[config.mk]
export PLATFORM = sky130hd
export DESIGN_NAME = mux2_1_arbiter
export DESIGN_NICKNAME = d
export VERILOG_FILES = /design/src/rtl/mux_arb_pkg.sv /design/src/rtl/mux2_1.sv /design/src/rtl/mux2_1_arbiter.sv
export SDC_FILE = /design/constraint.sdc
export NUM_CORES = 1
export LEC_CHECK = 0
export CORE_MARGIN = 5
export CORE_UTILIZATION = 41
export CTS_CLUSTER_SIZE = 10
export DETAILED_ROUTE_END_ITERATION = 10
export PLACE_DENSITY_LB_ADDON = 0.1
export REMOVE_ABC_BUFFERS = 1
export SETUP_SLACK_MARGIN = 0.1
export SYNTH_ARGS = -nofsm -noshare
export SYNTH_HDL_FRONTEND = slang
export SYNTH_SLANG_ARGS = --single-unit
[constraint.sdc]
create_clock -name clk -period 1.71 [get_ports clk]
set_clock_uncertainty 0.05 [all_clocks]
set_input_delay 0.2565 -clock clk [delete_from_list [all_inputs] [get_ports clk]]
set_output_delay 0.2565 -clock clk [all_outputs]
set_load 0.02 [all_outputs]
[src/rtl/mux_arb_pkg.sv]
// Shared definitions for the two-requester packet arbiter.
// Holds the arbiter state encoding and the one-hot grant encodings so the
// top level and any future status logic agree on the same values.
package mux_arb_pkg;

  // Arbiter ownership states: nobody, requester 0 or requester 1.
  typedef enum logic [1:0] {
    ST_IDLE = 2'd0,
    ST_GNT0 = 2'd1,
    ST_GNT1 = 2'd2
  } arbState_t;

  // One-hot grant patterns presented on the grant port.
  localparam logic [1:0] GNT_NONE = 2'b00;
  localparam logic [1:0] GNT_0    = 2'b01;
  localparam logic [1:0] GNT_1    = 2'b10;

endpackage

[src/rtl/mux2_1.sv]
// Single-bit 2:1 multiplexer cell.
// Ports:
//   zero_i - value passed when sel_i is 0
//   one_i  - value passed when sel_i is 1
//   sel_i  - select
//   y_o    - selected value
module mux2_1 (
  input  logic zero_i,
  input  logic one_i,
  input  logic sel_i,
  output logic y_o
);

  // Plain combinational select between the two inputs.
  assign y_o = sel_i ? one_i : zero_i;

endmodule

[src/rtl/mux2_1_arbiter.sv]
// Round-robin, packet-locked arbiter sharing one stream sink between two
// stream sources. Ownership is granted per packet and only released on a
// transfer carrying the last flag; the priority pointer then flips so the
// other requester wins the next tie. Data and last are steered by a bank of
// mux2_1 cells whose shared select is driven by the current owner.
// Ports:
//   clk, rst                        - clock, asynchronous active-high reset
//   in0_valid/data/last, in0_ready  - requester 0 stream (maps to mux "zero")
//   in1_valid/data/last, in1_ready  - requester 1 stream (maps to mux "one")
//   out_valid/data/last, out_ready  - shared sink stream
//   grant                           - one-hot current owner (00 when idle)
//   pkt_cnt0, pkt_cnt1              - wrapping completed-packet counters
module mux2_1_arbiter
  import mux_arb_pkg::*;
#(
  parameter int WIDTH = 8,
  parameter int CNT_W = 8
) (
  input  logic             clk,
  input  logic             rst,
  input  logic             in0_valid,
  input  logic [WIDTH-1:0] in0_data,
  input  logic             in0_last,
  output logic             in0_ready,
  input  logic             in1_valid,
  input  logic [WIDTH-1:0] in1_data,
  input  logic             in1_last,
  output logic             in1_ready,
  output logic             out_valid,
  output logic [WIDTH-1:0] out_data,
  output logic             out_last,
  input  logic             out_ready,
  output logic [1:0]       grant,
  output logic [CNT_W-1:0] pkt_cnt0,
  output logic [CNT_W-1:0] pkt_cnt1
);

  arbState_t        state_q, state_d;
  logic             prio_q, prio_d;
  logic [CNT_W-1:0] cnt0_q, cnt0_d;
  logic [CNT_W-1:0] cnt1_q, cnt1_d;

  logic             muxSel;
  logic             ownerActive;
  logic [WIDTH:0]   muxZero;
  logic [WIDTH:0]   muxOne;
  logic [WIDTH:0]   muxOut;

  // The select only goes high while requester 1 owns the channel, so the
  // idle state naturally selects requester 0 before the output gating below.
  assign muxSel      = (state_q == ST_GNT1);
  assign ownerActive = (state_q != ST_IDLE);

  // Last flag rides on the top bit of each bus so one bank steers both.
  assign muxZero = {in0_last, in0_data};
  assign muxOne  = {in1_last, in1_data};

  // One mux cell per data bit plus one for the last flag, all sharing select.
  for (genvar i = 0; i <= WIDTH; i++) begin : gMuxBank
    mux2_1 uMux (
      .zero_i (muxZero[i]),
      .one_i  (muxOne[i]),
      .sel_i  (muxSel),
      .y_o    (muxOut[i])
    );
  end

  // Data and last are forced to zero while idle so the sink never sees a
  // stale requester-0 value without an owner behind it.
  assign out_data = ownerActive ? muxOut[WIDTH-1:0] : '0;
  assign out_last = ownerActive ? muxOut[WIDTH] : 1'b0;

  // Handshake gating: only the owner sees the sink's ready, and the sink only
  // sees the owner's valid. Everything is derived from the registered state,
  // so an asynchronous reset clears these immediately.
  always_comb begin
    out_valid = 1'b0;
    in0_ready = 1'b0;
    in1_ready = 1'b0;
    grant     = GNT_NONE;
    case (state_q)
      ST_GNT0: begin
        out_valid = in0_valid;
        in0_ready = out_ready;
        grant     = GNT_0;
      end
      ST_GNT1: begin
        out_valid = in1_valid;
        in1_ready = out_ready;
        grant     = GNT_1;
      end
      default: begin
        out_valid = 1'b0;
        grant     = GNT_NONE;
      end
    endcase
  end

  // Next-state logic. From idle the grant is decided one cycle ahead of the
  // first beat. An owner keeps the channel until its last beat transfers; at
  // that point the pointer flips and the other requester is handed the
  // channel directly if it is already waiting, otherwise we fall back to idle.
  // The finishing requester never keeps the grant, which enforces fairness.
  always_comb begin
    state_d = state_q;
    prio_d  = prio_q;
    cnt0_d  = cnt0_q;
    cnt1_d  = cnt1_q;
    case (state_q)
      ST_IDLE: begin
        if (in0_valid && in1_valid) begin
          state_d = prio_q ? ST_GNT1 : ST_GNT0;
        end else if (in0_valid) begin
          state_d = ST_GNT0;
        end else if (in1_valid) begin
          state_d = ST_GNT1;
        end
      end
      ST_GNT0: begin
        if (in0_valid && out_ready && in0_last) begin
          cnt0_d  = cnt0_q + CNT_W'(1);
          prio_d  = 1'b1;
          state_d = in1_valid ? ST_GNT1 : ST_IDLE;
        end
      end
      ST_GNT1: begin
        if (in1_valid && out_ready && in1_last) begin
          cnt1_d  = cnt1_q + CNT_W'(1);
          prio_d  = 1'b0;
          state_d = in0_valid ? ST_GNT0 : ST_IDLE;
        end
      end
      default: begin
        state_d = ST_IDLE;
      end
    endcase
  end

  // State, priority pointer and counters. Reset abandons any packet in flight
  // and restores requester 0 as the preferred winner.
  always_ff @(posedge clk or posedge rst) begin
    if (rst) begin
      state_q <= ST_IDLE;
      prio_q  <= 1'b0;
      cnt0_q  <= '0;
      cnt1_q  <= '0;
    end else begin
      state_q <= state_d;
      prio_q  <= prio_d;
      cnt0_q  <= cnt0_d;
      cnt1_q  <= cnt1_d;
    end
  end

  assign pkt_cnt0 = cnt0_q;
  assign pkt_cnt1 = cnt1_q;

endmodule
After elaboration in Yosys (flattened, before gate mapping)

Cells that the tools add are included.

Bits in registers: 19
Latch bits: 0
Bits in writable memories: 0
Bits in read-only memories: 0
Input port bits: 23
Output and inout bits: 30
Word-level logic and storage cells: 50
Memories: 0

Add/subtract/negate cells: 2
$mul: 0
Div/mod/pow operators: 0
Order comparisons: 0
Equal/unequal tests: 5
Shifts and indexed selects: 0
Mux-type cells: 27
Bitwise logic cells: 0
Reduce and logical (&&, ||, !) cells: 12

Operators by type and width:

| cell                  | number |
|---|---|
| $add A8 B1 Y8 const B | 2 |
| $mux W1               | 15 |
| $mux W2               | 7 |
| $mux W8               | 1 |
| $pmux W2 S3           | 1 |
| $reduce_and A3 Y1     | 2 |
| $logic_and A1 B1 Y1   | 5 |
| $ne A2 B2 Y1 const B  | 2 |
| $ne A4 B4 Y1 const B  | 1 |
| $pmux W1 S2           | 2 |
| $pmux W2 S2           | 1 |
| $reduce_and A2 Y1     | 2 |
| $reduce_bool A2 Y1    | 2 |
| $eq A2 B1 Y1 const B  | 1 |
| $eq A2 B2 Y1 const B  | 1 |
| $logic_not A2 Y1      | 1 |

Longest topological paths before layout

Depth after elaboration: 4
Gate-level depth with buffers: 6
Mapped depth without buffers: 5

Hierarchy

Synthesis repeated with hierarchy kept, for this count alone.

Cells, all modules: 112
Area, all modules: 1,217.4 um^2

By module, submodules not included:

| module         | times used | cells an instance | area each (um^2) | seq. area each (um^2) |
|---|---|---|---|---|
| mux2_1_arbiter | 1          | 103               | 1,082.3          | 475.5 |
| mux2_1         | 9          | 1                 | 15.0             | 0.0 |

Least setup slack after synthesis

No wires, ideal clock.

Path type: register -> output
From: reg state_q[0]
To: out out_data[0]
Arrival time: 1,577 ps
Data required time: 1,404 ps
Path slack: -174 ps
Stages on the path, launching flop included: 6
Path buffers: 1
Cell sequence: dfrtp_1 inv_1 ha_1 buf_2 mux2i_1 nor2_1

Word-level cells in the longest chain between the ends: 3
Elaborated cells between the ends (all ways): 4
Classes of those cells: 1 x eq/ne; 2 x mux; 1 x reduce/logical

Ends and longest elaborated chain:

| what                   | RTL line              | RTL |
|---|---|---|
| start, declared        | mux2_1_arbiter.sv:38  | `arbState_t state_q, state_d;` |
| start signal, assigned | mux2_1_arbiter.sv:148 | `state_q <= state_d;` |
| $eq A2 B2 Y1           | mux2_1_arbiter.sv:51  | `assign muxSel = (state_q == ST_GNT1);` |
| $mux W1                | mux2_1.sv:15          | `assign y_o = sel_i ? one_i : zero_i;` |
| $mux W8 *              | mux2_1_arbiter.sv:70  | `assign out_data = ownerActive ? muxOut[WIDTH-1:0] : '0;` |
| end, declared          | mux2_1_arbiter.sv:30  | `output logic [WIDTH-1:0] out_data,` |

Every way passes the cells marked *; elsewhere a longest branch is shown, timed or not.

Final worst setup path

From: reg state_q[0]
To: out out_data[2]

The elaborated chain is that of the path after synthesis.

==> results.json <==
{
  "arrival_ns": 1.45,
  "dieArea_um2": 4030,
  "rsz0062_at_grt": "true",
  "synth_cells": 117,
  "status": "complete, but fails checks",
  "die_height_um": 63.4,
  "area.growth.synth_to_final_pct": 75.2,
  "cts.clk_slew.worst_paths_ns": 0.10,
  "synth_area_um2": 1170,
  "finalHoldViolCount": 0,
  "yosysWarnings": 0,
  "antenna_cells": 0,
  "violations": "setup timing",
  "yosysTopAreaCell": "dfrtp_1",
  "rows": 19,
  "crit_family": "flip-flops",
  "power_mw": 2.49,
  "cp_slowest_cell": "dfrtp_1",
  "crit_path_max_incr_delay_ns": 0.41,
  "power_density_nw_per_um2": 1220,
  "avgSynthCellArea_um2": 10.0,
  "leakagePower_nw": 1.00,
  "worst_r2r_startpoint": "state_q[0]$_DFFE_PP0P_",
  "fillers": 210,
  "grt_usage_pct": 15.4,
  "drv_slew": 0,
  "critPathBufInv": 3,
  "placed_cells": 214,
  "gp_congestion": 0.777,
  "final_cells": 221,
  "cts_hold_buffers": 0,
  "dp_hpwl_um": 2380,
  "hold_path.class": "in -> async",
  "drc": 0,
  "crit_required_ns": 1.40,
  "vias": 1121,
  "dieWidth_um": 63.4,
  "period_minus_slack_ns": 1.76,
  "rrSetupSlack_ns": -0.01,
  "antenna_found_initial": 0,
  "hold_ws_ns": 0.235,
  "portBuffers": 52,
  "end_kind": "output pin",
  "root_buffer": "clkbuf_4",
  "synth_seq_cells": 19,
  "setup_violations": 11,
  "numCtsBuffers": 3,
  "finish.utilization_pct": 74.4,
  "clock_sinks": 19,
  "drtAntennaViolNets": 0,
  "vias_per_cell": 5.07,
  "relSlewSlack_pct": 83.3,
  "grt_pass1_vias": 1218,
  "cts_buffer_depth": 2,
  "dr.pass1.iters": 4,
  "dp_slack_ns": -0.263,
  "path_class": "reg -> out",
  "fin_nets": 222,
  "core_area_um2": 2760,
  "max_freq_mhz": 570,
  "ys_seq_area_share_pct": 40.6,
  "clk_latency_ns": 0.29,
  "final_cell_mix": "buf_4, clkdlybuf4s50_1, dfrtp_1, dlygate4sd2_1",
  "synthTopCellsByArea": "dfrtp_1, ha_1, mux2i_1",
  "wl_um": 3110,
  "cap_violations": 0,
  "grt_overflow_total": 0,
  "cp-start-kind": "flip-flop",
  "grt_pass1_wl_um": 5200,
  "ir_worst_vdd_mv": 1.01,
  "reg2reg_to": "prio_q$_DFFE_PP0P_",
  "setup_ws_ns": -0.0457,
  "layout_commonest_cell": "buf_4",
  "drt_iter0_drc": 45,
  "synth_top_area_share_pct": 40.6,
  "cts_tree": "yes",
  "start_util_pct": 42.5,
  "worst_pin_slew_ns": 0.250,
  "cp_max_fo": 8,
  "cp_cell_sequence": "inv_2 > ha_4 > buf_12 > mux2i_1 > nor2_1 > buf_4",
  "htreeDepth": 1,
  "wl_per_cell_um": 14.1,
  "final_layout_size_suffix_gt1_share_pct": 33.7,
  "period_share_pct": 103,
  "synthDistinctLibCells": 27,
  "grt_max_degree": 20,
  "io_pins": 53,
  "r2r_cells": 8
}
-- registers in the layout, summed over array words and instances (netlist names) --
name / count
prio_q: 1
pkt_cnt1: 8
pkt_cnt0: 8
state_q: 2
-- power by group --
group	leakage [nW]	switching, mW	total (mW)	internal, mW
Combinational	0.747	0.819	1.62	0.801
Clock	0.0150	0.127	0.217	0.0905
Sequential	0.242	0.116	0.657	0.541
Total	1.00	1.06	2.49	1.43
-- layout make-up --
type                    instances  area, um2  share of cell area [%]
multi-input cells              87        841                    41.0
flip-flops and latches         19        477                    23.2
repair buffers                 72        639                    31.2
clock buffers                   4       26.3                    1.28
well taps                      31       38.8                    1.89
inverters                       8       30.0                    1.46
-- worst max-delay path by stage --
stage / startpoint / endpoint / cells past startpoint
2_1_floorplan: state_q[0]$_DFFE_PP0P_ / pkt_cnt1[7]$_DFFE_PP0P_ / 5
3_3_place_gp: state_q[0]$_DFFE_PP0P_ / out_data[6] / 6
3_5_place_dp: state_q[1]$_DFFE_PP0P_ / out_data[0] / 5
4_1_cts: state_q[0]$_DFFE_PP0P_ / out_data[2] / 6
5_1_grt: state_q[0]$_DFFE_PP0P_ / out_data[2] / 6
6_report: state_q[0]$_DFFE_PP0P_ / out_data[2] / 6
-- kinds of logic after synthesis --
logic type               share of synthesized area [%]
adder cells (fa/ha/maj)                           8.55
XOR/XNOR                                          10.5
flip-flops                                        40.6
multiplexers                                      8.55
AND/OR/NAND/NOR                                   22.3
buffers and inverters                             3.74
AO/OA/AOI/OAI                                     5.77
-- worst register-to-register path, cell delays in order (launching register included) --
cell     delay, ns
dfrtp_1       0.41
inv_2         0.08
ha_4          0.15
buf_12        0.13
buf_4         0.10
buf_6         0.12
nand4_4       0.16
a22oi_2       0.22
mux2i_1       0.22
-- per-layer routing --
layer  GRT usage, %  routed length [um]  vias to the layer above
li1               -                   -                      553
met1           17.5                1250                      513
met2           26.3                1480                       51
met3           6.39                 331                        4
met4           4.68                  49                        0
met5              0                   0                        -
-- cells in the mapped netlist --
master / n
a21oi_1: 1
nand2_1: 10
buf_2: 2
o32ai_1: 2
a21boi_0: 1
inv_1: 8
nand4_2: 2
nor2b_1: 1
nor2_1: 9
and4_1: 2
nor3b_1: 1
nor3_1: 4
xor2_1: 4
nand2b_1: 3
xnor2_1: 10
a22o_1: 1
nor4_2: 2
mux2i_1: 10
o21ai_0: 1
nand3_1: 4
ha_1: 8
a221oi_1: 1
a22oi_1: 2
clkbuf_1: 1
dfrtp_1: 19
nand4_1: 6
and2_1: 2
-- per-stage QoR --
stage	instance area [um2]	TNS (ns)
after global routing	2050	-1.58
after detailed placement	1860	-2.88
after global placement	1860	-2.57
final	2050	-0.288
after floorplan	1160	-4.31
after CTS	1880	-0.584
-- repair_timing --
action	CTS	global route
endpoints found under the setup margin	39	33
buffers inserted	1	2
gates resized for setup	88	32
pin swaps	3	7
hold endpoints to repair	0	0
No activity file was read; power rests on OpenSTA's default activity.
